`src/rtl/cpu_ctrl_pkg.sv`:
```
// Shared constants for the CPU run-control sequencer: state encoding, error codes
// and the default handshake timeout.
package cpu_ctrl_pkg;

  localparam logic [2:0] ST_IDLE       = 3'd0;
  localparam logic [2:0] ST_WAIT_CALIB = 3'd1;
  localparam logic [2:0] ST_START      = 3'd2;
  localparam logic [2:0] ST_WAIT_RUN   = 3'd3;
  localparam logic [2:0] ST_RUN        = 3'd4;
  localparam logic [2:0] ST_QUIT       = 3'd5;
  localparam logic [2:0] ST_DRAIN      = 3'd6;
  localparam logic [2:0] ST_DONE       = 3'd7;

  localparam logic [1:0] ERR_NONE    = 2'd0;
  localparam logic [1:0] ERR_RUN_TMO = 2'd1;
  localparam logic [1:0] ERR_DRN_TMO = 2'd2;
  localparam logic [1:0] ERR_UNEXP   = 2'd3;

  localparam logic [7:0] TMO_MAX_DEF = 8'd200;

  // States in which the handshake timeout runs.
  function automatic logic is_tmo_state(input logic [2:0] st);
    return (st == ST_WAIT_RUN) || (st == ST_DRAIN);
  endfunction

endpackage

```
`src/rtl/ctrl_tmo_cntr.sv`:
```
// Saturating handshake timeout counter with synchronous clear; hit_o flags the cycle
// whose count completes limit_i enabled cycles.
module ctrl_tmo_cntr #(
  parameter int unsigned W = 8
) (
  input  logic         clk_i,
  input  logic         rst_i,
  input  logic         clr_i,
  input  logic         en_i,
  input  logic [W-1:0] limit_i,
  output logic [W-1:0] cnt_o,
  output logic         hit_o
);

  logic [W-1:0] cnt_q, cnt_d;

  always_comb begin
    cnt_d = cnt_q;
    if (clr_i) begin
      cnt_d = '0;
    end else if (en_i && (cnt_q != '1)) begin
      cnt_d = cnt_q + W'(1);
    end
  end

  always_ff @(posedge clk_i) begin
    if (rst_i) begin
      cnt_q <= '0;
    end else begin
      cnt_q <= cnt_d;
    end
  end

  assign cnt_o = cnt_q;
  // Not gated by clr_i: the clear is derived from the next state, which uses hit_o.
  assign hit_o = en_i && (({1'b0, cnt_q} + (W + 1)'(1)) >= {1'b0, limit_i});

endmodule

```
`src/rtl/cpu_run_ctrl.sv`:
```
// Run-control sequencer: turns monitor go/stop requests into timed start/quit pulses
// for the CPU status block, with optional cycle budget and bounded handshakes.
module cpu_run_ctrl
  import cpu_ctrl_pkg::*;
#(
  parameter int unsigned      CYC_W   = 32,
  parameter int unsigned      TMO_W   = 8,
  parameter logic [TMO_W-1:0] TMO_MAX = TMO_W'(TMO_MAX_DEF)
) (
  input  logic             clk,
  input  logic             rst,
  input  logic             init_calib_complete,
  input  logic             cmd_start,
  input  logic [31:2]      cmd_adr,
  input  logic [CYC_W-1:0] cmd_cycles,
  input  logic             cmd_stop,
  input  logic             cpu_run_state,
  input  logic             cpu_stopping,
  output logic             cpu_start,
  output logic [31:2]      start_adr,
  output logic             quit_cmd,
  output logic             ctrl_busy,
  output logic             done,
  output logic [1:0]       err,
  output logic             cmd_rej,
  output logic [CYC_W-1:0] run_cycles
);

  logic [2:0]       state_q, state_d;
  logic [31:2]      adr_q, adr_d;
  logic [CYC_W-1:0] budget_q, budget_d;
  logic [1:0]       err_q, err_d;
  logic [CYC_W-1:0] run_cycles_q, run_cycles_d;
  logic             cpu_start_q, quit_cmd_q, done_q, busy_q, cmd_rej_q;

  logic [TMO_W-1:0] tmo_cnt;
  logic             tmo_hit;
  logic             tmo_clr;
  logic             tmo_en;
  logic [CYC_W-1:0] run_cycles_inc;
  logic             budget_hit;
  logic             drain_ok;

  assign tmo_en  = is_tmo_state(state_q);
  assign tmo_clr = (state_d != state_q);

  ctrl_tmo_cntr #(
    .W (TMO_W)
  ) u_tmo (
    .clk_i   (clk),
    .rst_i   (rst),
    .clr_i   (tmo_clr),
    .en_i    (tmo_en),
    .limit_i (TMO_MAX),
    .cnt_o   (tmo_cnt),
    .hit_o   (tmo_hit)
  );

  assign run_cycles_inc = (&run_cycles_q) ? run_cycles_q : run_cycles_q + CYC_W'(1);
  // Compared one bit wider so a saturated counter cannot wrap into a false budget hit.
  assign budget_hit = (budget_q != '0) &&
                      (({1'b0, run_cycles_q} + (CYC_W + 1)'(1)) == {1'b0, budget_q});
  // The status block raises cpu_stopping only after quit_cmd, so never leave DRAIN
  // in its first cycle.
  assign drain_ok = !cpu_stopping && !cpu_run_state && (tmo_cnt != '0);

  always_comb begin
    state_d      = state_q;
    adr_d        = adr_q;
    budget_d     = budget_q;
    err_d        = err_q;
    run_cycles_d = run_cycles_q;

    case (state_q)
      ST_IDLE: begin
        if (cmd_start) begin
          adr_d        = cmd_adr;
          budget_d     = cmd_cycles;
          err_d        = ERR_NONE;
          run_cycles_d = '0;
          state_d      = init_calib_complete ? ST_START : ST_WAIT_CALIB;
        end
      end
      ST_WAIT_CALIB: begin
        if (init_calib_complete) begin
          state_d = ST_START;
        end else if (cmd_stop) begin
          state_d = ST_DONE;
        end
      end
      ST_START: state_d = ST_WAIT_RUN;
      ST_WAIT_RUN: begin
        if (cpu_run_state) begin
          state_d = ST_RUN;
        end else if (tmo_hit) begin
          err_d   = ERR_RUN_TMO;
          state_d = ST_QUIT;
        end else if (cmd_stop) begin
          state_d = ST_QUIT;
        end
      end
      ST_RUN: begin
        run_cycles_d = run_cycles_inc;
        if (cmd_stop || budget_hit) begin
          state_d = ST_QUIT;
        end else if (!cpu_run_state) begin
          err_d   = ERR_UNEXP;
          state_d = ST_DONE;
        end
      end
      ST_QUIT: state_d = ST_DRAIN;
      ST_DRAIN: begin
        if (drain_ok) begin
          state_d = ST_DONE;
        end else if (tmo_hit) begin
          err_d   = ERR_DRN_TMO;
          state_d = ST_DONE;
        end
      end
      ST_DONE: state_d = ST_IDLE;
      default: state_d = ST_IDLE;
    endcase
  end

  always_ff @(posedge clk) begin
    if (rst) begin
      state_q      <= ST_IDLE;
      adr_q        <= '0;
      budget_q     <= '0;
      err_q        <= ERR_NONE;
      run_cycles_q <= '0;
      cpu_start_q  <= 1'b0;
      quit_cmd_q   <= 1'b0;
      done_q       <= 1'b0;
      busy_q       <= 1'b0;
      cmd_rej_q    <= 1'b0;
    end else begin
      state_q      <= state_d;
      adr_q        <= adr_d;
      budget_q     <= budget_d;
      err_q        <= err_d;
      run_cycles_q <= run_cycles_d;
      cpu_start_q  <= (state_d == ST_START);
      quit_cmd_q   <= (state_d == ST_QUIT);
      done_q       <= (state_d == ST_DONE);
      busy_q       <= (state_d != ST_IDLE);
      cmd_rej_q    <= cmd_start && (state_q != ST_IDLE);
    end
  end

  assign cpu_start  = cpu_start_q;
  assign start_adr  = adr_q;
  assign quit_cmd   = quit_cmd_q;
  assign ctrl_busy  = busy_q;
  assign done       = done_q;
  assign err        = err_q;
  assign cmd_rej    = cmd_rej_q;
  assign run_cycles = run_cycles_q;

endmodule

```
`config.mk`:
```
export PLATFORM = sky130hd
export DESIGN_NAME = cpu_run_ctrl
export DESIGN_NICKNAME = d
export VERILOG_FILES = /design/src/rtl/cpu_ctrl_pkg.sv /design/src/rtl/ctrl_tmo_cntr.sv /design/src/rtl/cpu_run_ctrl.sv
export SDC_FILE = /design/constraint.sdc
export NUM_CORES = 1
export LEC_CHECK = 0
export CAP_MARGIN = 20
export CORE_MARGIN = 10
export CORE_UTILIZATION = 35
export CTS_BUF_LIST = sky130_fd_sc_hd__clkbuf_16
export CTS_CLUSTER_DIAMETER = 60
export DETAILED_ROUTE_END_ITERATION = 8
export GPL_TIMING_DRIVEN = 0
export HOLD_SLACK_MARGIN = 0.15
export MAX_ROUTING_LAYER = met4
export PLACE_DENSITY = 0.68
export SKIP_CTS_REPAIR_TIMING = 1
export SLEW_MARGIN = 20
export SYNTH_ARGS = -nofsm -noshare
export SYNTH_HDL_FRONTEND = slang
export SYNTH_SLANG_ARGS = --single-unit
```
`constraint.sdc`:
```
create_clock -name clk -period 6 [get_ports clk]
set_clock_uncertainty 0.15 [all_clocks]
set_input_delay 0.9 -clock clk [delete_from_list [all_inputs] [get_ports clk]]
set_output_delay 0.9 -clock clk [all_outputs]
set_load 0.1 [all_outputs]
```
==> impl_metrics.toml <==
[cells_and_area]
area_delta_synth_final_pct = 30.98
layout.nets = 1033
n_antenna_cell = 0
fin_util = 0.4685
layout_commonest_cell = "nand2_1"
final_layout_size_suffix_gt1_frac = 0.06114
final_cells = 1190
final_cell_mix = "nand2_1, clkdlybuf4s50_1, dfxtp_1, a21oi_1, nor2_1"

[synthesis]
yosysSeqAreaShare = 0.3624
synth-seq-cells = 112
synth_cell_types = 73
synth_flop_cell = "dfxtp_1"
synthArstFlopShare = 0
synthesis.nets = 885
synth_edf_count = 0
syn_area_sq_um = 6187
synth_cells = 813
yosysWarnings = 0
avgSynthCellArea_sq_um = 7.610

[die]
rows = 48
die_x_um = 153.0
initial_core_util = 0.3577
floorplan.die_area_sq_um = 23400
io_pins = 138
die_h_um = 153.0
core_sq_um = 17300

[worst_setup_path]
cpPeakStageDelay_ps = 580
cp-end-kind = "flop"
cp.depth = 10
r2r_end = "run_cycles[18]"
worst-path-buf-inv = 1
crit_path_end = "run_cycles[18]"
startpoint = "run_cycles[0]"
reg2reg_depth = 10
reg2reg_from = "run_cycles[0]"
crit_chain = "ha_1 > nand3_2 > nor4_4 > nand4_1 > nor2_1 > a21oi_1 > nor2_1 > clkbuf_1 > o21ai_0 > a21oi_1"
cp-start-kind = "flop"
critPathKind = "flop to flop"
cp_slowest_cell = "nor4_4"
path_delay_family = "simple AND/OR/NAND/NOR gates"
arrival_ps = 4170
worst_ep_required_time_ps = 6130
r2r_slack_ps = 1960
critPathMaxFanout = 10

[timing]
min_period_over_period = 0.6739
slew_headroom = 0.2958
hold_violations = 0
rsz0062_at_grt = "no"
tns_ps = 0
tightest_slew_ps = 1053
setup_violations = 0
drv_slew = 0
whs_ps = 303.8
maxClockFrequency_mhz = 247.3
setup_ws_ps = 1957
period_needed_ps = 4043

[routing]
post_drt_wl_per_cell_um = 17.51
num_vias = 6502
first_pass_iters = 5
drc = 0
wl_mm = 20.84
ant_nets = 0
drt_iter0_drc = 600
via_per_inst = 5.464

[placement]
place_congestion = 0.9531
dpl.cell_count = 1175
post-place-ws_ps = 2121
hpwl_mm = 15.54
port_buffers = 137

[worst_hold_path]
hold-path-cell-count = 2
worstHoldPathType = "flop to flop"

[cts]
cts_tree = "done"
clk_pin_slew_ps = 70
max-clock-path-buffers = 2
clkLatencyLatePin_ps = 360
cts_max_level = 3
cts_root_buf = "clkbuf_16"
cts_sinks = 112
cts_made_buffers = 9

[grt]
antenna_found_initial = 0
gr-usage-all-layers = 0.1766
grt_first_pass_wirelength_mm = 33.08
grt-ovfl-total = 0
grt_start_max_net_pins = 18
grt_pass1_vias = 5981

[pwr]
power_leakage_nw = 2.782
combinationalPowerShare = 0.394
power_switching_mw = 1.001
internal-power_mw = 1.371
seqPwrFrac = 0.368
clkPwrFrac = 0.238
ir_drop_mv = 0.2109
powerDensity_nw_per_um2 = 292.7
switching_share = 0.4221

[flow_run]
maxCapViolCount = 0

[outcome]
status = "finished, final reports clean"
## cells in the mapped netlist (3+ instances only)
cell type / n / share of area
nand2_1: 168 / 0.10
dfxtp_1: 112 / 0.36
a21oi_1: 104 / 0.084
nor2_1: 59 / 0.036
clkbuf_1: 41 / 0.025
o21ai_0: 33 / 0.027
nor3_1: 28 / 0.023
xnor2_1: 24 / 0.034
nor4_1: 22 / 0.022
xor2_1: 20 / 0.028
nand4_1: 19 / 0.019
nand3_1: 18 / 0.015
nand2b_1: 11 / 0.011
inv_1: 10 / 0.0061
and3_1: 8 / 0.0081
buf_2: 8 / 0.0065
and2_1: 7 / 0.0071
a211oi_1: 6 / 0.0073
a31oi_1: 6 / 0.0061
nor2b_1: 6 / 0.0061
or3_1: 6 / 0.0061
a311oi_1: 5 / 0.0071
and4_1: 5 / 0.0071
mux2i_1: 5 / 0.0081
nor4_4: 4 / 0.014
o21a_1: 4 / 0.0049
a21boi_0: 3 / 0.0036
a21o_1: 3 / 0.0036
buf_4: 3 / 0.0036
ha_1: 3 / 0.0061
nand3b_1: 3 / 0.0036
nor3b_1: 3 / 0.0036
o2111ai_1: 3 / 0.0042
or2_2: 3 / 0.0030
## worst min-delay path by stage
stage / from / slack, ps / end
5_1_grt: start_adr[20] / 330 / start_adr[20]
6_report: start_adr[4] / 300 / start_adr[4]
4_1_cts: start_adr[24] / 310 / start_adr[24]
3_3_place_gp: start_adr[3] / 290 / start_adr[3]
3_5_place_dp: start_adr[24] / 300 / start_adr[24]
2_1_floorplan: budget_q[13] / 310 / budget_q[13]
## cells by family (layout without fill, tap and decap cells)
logic type / Yosys count / count (layout) / share of synthesized area
DFF: 112 / 112 / 0.3624
muxes: 7 / 7 / 0.01173
xor gates and xnor gates: 44 / 44 / 0.06229
buffers and inverters: 63 / 215 / 0.04186
adders and majority gates: 3 / 3 / 0.006067
and+or+nand+nor: 394 / 394 / 0.3306
AOI/OAI and AO/OA: 190 / 190 / 0.1850
## tightest hold or removal path, stage by stage, from the launching register on
cell	delay [ps]
dfxtp_1	310
nand2_1	50
a21oi_1	50
## layout make-up
type | instances | area [sq um]
Fill cell | 1811 | 9193
Multi-Input combinational cell | 638 | 3686
Sequential cell | 112 | 2242
Timing Repair Buffer | 137 | 1371
Tap cell | 225 | 281.5
Clock buffer | 9 | 225.2
Buffer | 53 | 221.5
Clock inverter | 6 | 38.79
Inverter | 10 | 37.54
## power groups by stage
stage / clock network (mW) / logic, mW / registers [mW]
finish: 0.563 / 0.935 / 0.874
global placement: 0 / 0.925 / 0.889
detailed placement: 0 / 0.930 / 0.891
global route: 0.603 / 1.00 / 0.884
floorplan: 0 / 0.412 / 1.14
CTS: 0.574 / 0.933 / 0.873
## flip-flops by register name (all words and copies together) (netlist names)
register / cells
budget_q: 32
cmd_rej: 1
cpu_start: 1
ctrl_busy: 1
done: 1
err: 2
quit_cmd: 1
run_cycles: 32
start_adr: 30
state_q: 3
u_tmo.cnt_o: 8
## per-stage QoR
step | cell area [sq um] | total power [mW]
3_3_place_gp | 7840 | 1.815
2_1_floorplan | 6187 | 1.548
3_5_place_dp | 7840 | 1.821
6_report | 8104 | 2.372
4_1_cts | 8104 | 2.381
5_1_grt | 8104 | 2.489
## layer usage
| metal | share of wire | up-vias | GRT usage |
|---|---|---|---|
| li1 | - | 3167 | - |
| met1 | 0.45 | 3089 | 0.2211 |
| met2 | 0.47 | 223 | 0.2811 |
| met3 | 0.056 | 23 | 0.03086 |
| met4 | 0.021 | 0 | 0.06040 |
| met5 | 0 | - | - |
(Power assumes the default switching activity.)
